### src/rtl/usb_tx_bit_timer.sv
// USB transmit bit timer: mid-bit shift strobe, stall-aware bit counting
// and a registered one-cycle completion pulse for each packet field.
module usb_tx_bit_timer #(
    parameter int CLKS_PER_BIT = 8,
    parameter int SHIFT_PHASE  = 4,
    parameter int MAX_BITS     = 64,
    localparam int CNT_W       = $clog2(MAX_BITS + 1)
) (
    input  logic             clk,
    input  logic             n_rst,
    input  logic             d_edge,
    input  logic             start,
    input  logic [CNT_W-1:0] field_bits,
    input  logic             stall,
    input  logic             abort,
    output logic             busy,
    output logic             shift_enable,
    output logic [CNT_W-1:0] bit_count,
    output logic             field_done,
    output logic             config_err
);

    localparam int PH_W = $clog2(CLKS_PER_BIT + 1);

    localparam logic [PH_W-1:0]  PH_ONE   = PH_W'(1);
    localparam logic [PH_W-1:0]  PH_LAST  = PH_W'(CLKS_PER_BIT);
    localparam logic [PH_W-1:0]  PH_SHIFT = PH_W'(SHIFT_PHASE);
    localparam logic [CNT_W-1:0] CNT_MAX  = CNT_W'(MAX_BITS);
    localparam logic [CNT_W-1:0] CNT_ONE  = CNT_W'(1);

    localparam logic ST_IDLE = 1'b0;
    localparam logic ST_RUN  = 1'b1;

    logic             state;
    logic [PH_W-1:0]  phase;
    logic [CNT_W-1:0] field_len;
    logic [CNT_W-1:0] next_count;

    logic start_idle;
    logic legal_len;
    logic accept;
    logic strobe;
    logic count_en;
    logic last_bit;

    // Start qualification, strobe and terminal-count decode.
    always_comb begin
        start_idle = (state == ST_IDLE) && start && !abort;
        legal_len  = (field_bits != '0) && (field_bits <= CNT_MAX);
        accept     = start_idle && legal_len;
        strobe     = (state == ST_RUN) && (phase == PH_SHIFT);
        count_en   = strobe && !stall && !abort;
        next_count = bit_count + CNT_ONE;
        last_bit   = count_en && (next_count == field_len);
    end

    // Two-state control: abort wins, last counted bit ends the field.
    always_ff @(posedge clk or negedge n_rst) begin
        if (!n_rst) begin
            state <= ST_IDLE;
        end else if (abort) begin
            state <= ST_IDLE;
        end else if (state == ST_IDLE) begin
            if (accept) state <= ST_RUN;
        end else if (last_bit) begin
            state <= ST_IDLE;
        end
    end

    // Bit phase: parked at 1 outside RUN, resynced by line edges.
    always_ff @(posedge clk or negedge n_rst) begin
        if (!n_rst) begin
            phase <= PH_ONE;
        end else if (state != ST_RUN || abort || last_bit) begin
            phase <= PH_ONE;
        end else if (d_edge || phase == PH_LAST) begin
            phase <= PH_ONE;
        end else begin
            phase <= phase + PH_ONE;
        end
    end

    // Field length captured once per accepted start.
    always_ff @(posedge clk or negedge n_rst) begin
        if (!n_rst) begin
            field_len <= '0;
        end else if (accept) begin
            field_len <= field_bits;
        end
    end

    // Counted bits; stuffed bits shift out but are not counted.
    always_ff @(posedge clk or negedge n_rst) begin
        if (!n_rst) begin
            bit_count <= '0;
        end else if (abort || accept) begin
            bit_count <= '0;
        end else if (count_en) begin
            bit_count <= next_count;
        end
    end

    // Registered one-cycle status pulses.
    always_ff @(posedge clk or negedge n_rst) begin
        if (!n_rst) begin
            field_done <= 1'b0;
            config_err <= 1'b0;
        end else begin
            field_done <= last_bit;
            config_err <= start_idle && !legal_len;
        end
    end

    assign busy         = (state == ST_RUN);
    assign shift_enable = strobe;

endmodule
### config.mk
export PLATFORM = sky130hd
export DESIGN_NAME = usb_tx_bit_timer
export DESIGN_NICKNAME = d
export VERILOG_FILES = /design/src/rtl/usb_tx_bit_timer.sv
export SDC_FILE = /design/constraint.sdc
export NUM_CORES = 1
export LEC_CHECK = 0
export ABC_AREA = 1
export CORE_MARGIN = 3
export CORE_UTILIZATION = 54
export CTS_CLUSTER_DIAMETER = 150
export DETAILED_ROUTE_END_ITERATION = 10
export HOLD_SLACK_MARGIN = 0.1
export PLACE_DENSITY = 0.86
export SYNTH_ARGS = -nofsm -noshare
export SYNTH_HDL_FRONTEND = slang
export SYNTH_SLANG_ARGS = --single-unit
### constraint.sdc
create_clock -name clk -period 2.35 [get_ports clk]
set_clock_uncertainty 0.15 [all_clocks]
set_input_delay 0.3525 -clock clk [delete_from_list [all_inputs] [get_ports clk]]
set_output_delay 0.3525 -clock clk [all_outputs]
set_load 0.02 [all_outputs]
==> impl_table.tex <==
\begin{tabular}{lr}
\hline
Metric & Value \\
\hline
\multicolumn{2}{l}{\textbf{Outcome}} \\
\quad Outcome & complete, no violations \\
\multicolumn{2}{l}{\textbf{STA}} \\
\quad RSZ-0062 raised after global routing & false \\
\quad Fin worst setup slack & a little under 0.2 ns \\
\quad Maximum clock frequency & around 460 MHz \\
\quad Final period utilization & 91.7\% \\
\quad Slew at the pin closest to its max-slew limit & 0.615 ns \\
\quad Final setup violation count & 0 \\
\quad Post-layout minimum cycle time & 2.15 ns \\
\quad Hold Vio Cnt, Final & 0 \\
\quad Normalized max-slew margin & roughly three fifths \\
\quad Final-layout setup total negative slack & 0 ns \\
\quad Max-slew violation count & 0 \\
\multicolumn{2}{l}{\textbf{Setup path}} \\
\quad Type of element launching the critical path & flop \\
\quad Largest fanout on the critical path & 4 \\
\quad Required time at the worst-slack endpoint & 1.85 ns \\
\quad Reg-to-Reg End & busy \\
\quad RR Startpoint & bit\_count[0] \\
\quad Kind of critical path & flop to output pin \\
\quad Worst Path Arrival & 1.65 ns \\
\quad Register-to-register setup slack & 0.42 ns \\
\quad Worst Setup End Kind & output pin \\
\quad Worst reg2reg path depth & 10 \\
\multicolumn{2}{l}{\textbf{Clocking}} \\
\quad Clock insertion delay at the later pin of the skew report & approximately 0.30 ns \\
\quad Total clock buffers created by CTS & 3 \\
\quad Largest buffer count on any clock path & 2 \\
\quad Clock sink total & 21 \\
\quad CTS tree & done \\
\quad Number of levels the H-tree was split into & 1 \\
\quad Total of hold buffers inserted after clock tree synthesis & 0 \\
\quad Clock root buffer & sky130\_fd\_sc\_hd\_\_clkbuf\_4 \\
\quad Post CTS Setup Buffer Count & 0 \\
\quad Clock-pin slew on the worst setup and hold paths & about 0.12 ns \\
\quad Gates resized, CTS repair & 1 \\
\multicolumn{2}{l}{\textbf{Pwr}} \\
\quad Power per standard cell area & roughly 480 mW/mm\^{}2 \\
\quad Leakage power summed over all cells & 0.733 nW \\
\quad Worst IR drop on VDD & 405 uV \\
\multicolumn{2}{l}{\textbf{Route}} \\
\quad Count of unresolved DRC violations after routing & 0 \\
\quad Violation count after the first detailed-routing iteration & 29 \\
\quad Total number of vias & 1151 \\
\quad Drt total wl & 2800 microns \\
\quad Average detailed-routed wire length per instance & 13.0 microns \\
\quad Mean number of vias per cell & about 5.4 \\
\quad First-pass detailed-route iteration total & 4 \\
\quad Residual antenna-violating net count after detailed routing & 0 \\
\multicolumn{2}{l}{\textbf{Place}} \\
\quad Detailed placer's ending HPWL & 2120 microns \\
\quad Cell count after placement & 211 \\
\quad Count of port buffers added during placement & 23 \\
\quad Placer Congestion & 0.855 \\
\quad Worst setup slack before clock tree synthesis & 0.253 ns \\
\multicolumn{2}{l}{\textbf{Logic synthesis}} \\
\quad Flop and latch count out of synthesis & 21 \\
\quad EDFF count, synth & 0 \\
\quad Synthesized instance count & $\sim$160 \\
\quad Synth Warn \# & 0 \\
\quad Sequential cell area fraction in the yosys report & 44.0\% \\
\quad Number of distinct standard cells referenced by the synthesized netlist & 22 \\
\quad Synth async-reset ratio & 100\% \\
\quad Main area contributors after synthesis & sky130\_fd\_sc\_hd\_\_dfrtp\_1 42\%, sky130\_fd\_sc\_hd\_\_nand2\_1 15\%, sky130\_fd\_sc\_hd\_\_nand3\_1 8.4\% \\
\quad Post-Syn Area per Cell & 7.44 sq um \\
\quad Cell type contributing the most total cell area after synthesis & sky130\_fd\_sc\_hd\_\_dfrtp\_1 \\
\quad Post-synthesis instance area & 0.00120 sq mm \\
\quad Synthesized net count & 177 \\
\quad Share of Yosys cell area claimed by the top area cell type & 41.8\% \\
\quad Main synth FF type & sky130\_fd\_sc\_hd\_\_dfrtp\_1 \\
\multicolumn{2}{l}{\textbf{Die}} \\
\quad Horizontal die dimension & approximately 53 microns \\
\quad Row Count & 16 \\
\quad Initial core utilization & 59.2\% \\
\quad Die Y & 53.1 microns \\
\quad Die Area & about 0.0028 sq mm \\
\quad Top-level port count & 24 \\
\quad Core Region & approximately 0.002 sq mm \\
\multicolumn{2}{l}{\textbf{Global routing}} \\
\quad Maximum number of pins on one net before global-route repair & 20 \\
\quad First-pass GRT wire length & 4660 microns \\
\quad Initial antenna violation count & 0 \\
\quad Vias in the first global route & 1061 \\
\quad Total congestion overflow & 0 \\
\quad Total GRT Usage & between 20\% and 30\% \\
\multicolumn{2}{l}{\textbf{Worst hold path}} \\
\quad Path category of the worst min-delay check & input port to asynchronous set/reset pin \\
\multicolumn{2}{l}{\textbf{Cells and area}} \\
\quad Post-layout util & 73.3\% \\
\quad Number of nets in the layout & 205 \\
\quad Layout cells sized above 1 & 5.85\% \\
\quad P\&R area growth vs syn & 23.8\% \\
\quad Diode insertion count for antenna repair & 0 \\
\quad Number of non-filler instances in the completed layout & 215 \\
\quad Most frequent cells in the layout & 47 x sky130\_fd\_sc\_hd\_\_nand2\_1, 24 x sky130\_fd\_sc\_hd\_\_inv\_1, 22 x sky130\_fd\_sc\_hd\_\_clkdlybuf4s50\_1 \\
\quad Leading cell type in the layout, fill and taps excluded & sky130\_fd\_sc\_hd\_\_nand2\_1 \\
\multicolumn{2}{l}{\textbf{Job}} \\
\quad Max Cap Viol & 0 \\
\hline
\end{tabular}
## sequential cells by signal, indices dropped and copies added, names as in the netlist
name        count
busy            1
config_err      1
field_len       7
bit_count       7
phase           4
field_done      1
## cell families after synthesis
logic type / after synthesis / synth area share (%)
adder cells (fa/ha/maj): 3 / 3.14
buffers and inverters: 26 / 8.78
XOR/XNOR: 1 / 1.36
flip-flops: 21 / 44.0
AO/OA/AOI/OAI: 12 / 5.96
AND/OR/NAND/NOR: 98 / 36.8
## synth_stat cells (2+ instances only)
cell type                  number
sky130_fd_sc_hd__o21bai_1       2
sky130_fd_sc_hd__nor2_1        14
sky130_fd_sc_hd__nand2_1       47
sky130_fd_sc_hd__nand2_2        3
sky130_fd_sc_hd__ha_1           3
sky130_fd_sc_hd__o21ai_0        5
sky130_fd_sc_hd__inv_1         24
sky130_fd_sc_hd__dfrtp_1       20
sky130_fd_sc_hd__nand4_1        9
sky130_fd_sc_hd__nand3b_1       2
sky130_fd_sc_hd__a21oi_1        2
sky130_fd_sc_hd__nand3_1       20
## how the worst max path moves through the flow
stage                 startpoint  slack (ns)           end  cells past startpoint
finish                  phase[0]        0.20  shift_enable                      5
global placement           abort        0.30  bit_count[1]                      7
CTS                     phase[0]        0.21  shift_enable                      5
detailed placement         abort        0.25  bit_count[2]                      7
floorplan           bit_count[0]        0.60          busy                     10
global route            phase[0]        0.13  shift_enable                      5
## worst max-delay path, cell delays in order (launching register included)
cell                            delay, ns
sky130_fd_sc_hd__dfstp_2             0.59
sky130_fd_sc_hd__inv_1               0.07
sky130_fd_sc_hd__ha_1                0.22
sky130_fd_sc_hd__nand2_1             0.10
sky130_fd_sc_hd__nor2_1              0.06
sky130_fd_sc_hd__dlygate4sd2_1       0.32
## where the power goes
group	internal [mW]	leakage [nW]	switching (mW)	total, mW
Combinational	0.0544	0.444	0.0672	0.122
Clock	0.0661	0.0150	0.108	0.174
Sequential	0.390	0.275	0.0228	0.413
## metal layers
| layer | track usage [%] | vias to the layer above | wire (microns) |
|---|---|---|---|
| met5 | 0 | - | 0 |
| met4 | 5.11 | 0 | 11 |
| met3 | 3.66 | 2 | 129 |
| met2 | 37.8 | 34 | 1380 |
| met1 | 30.5 | 538 | 1270 |
| li1 | - | 577 | - |
## metrics by stage
| stage | instance area [sq um] | power [mW] | hold WS (ns) |
|---|---|---|---|
| 2_1_floorplan | 1200 | 0.485 | -0.0931 |
| 3_3_place_gp | 1460 | 0.535 | 0.324 |
| 3_5_place_dp | 1460 | 0.540 | 0.327 |
| 4_1_cts | 1480 | 0.711 | 0.284 |
| 5_1_grt | 1480 | 0.748 | 0.283 |
| 6_report | 1480 | 0.708 | 0.267 |
## layout make-up
type | count | area [sq um]
multi-input cells | 114 | 566
clock buffers | 4 | 26.3
inverters | 25 | 93.8
fillers | 165 | 539
well taps | 27 | 33.8
repair buffers | 24 | 236
flip-flops and latches | 21 | 527
Power figures use the tool's default switching activity.
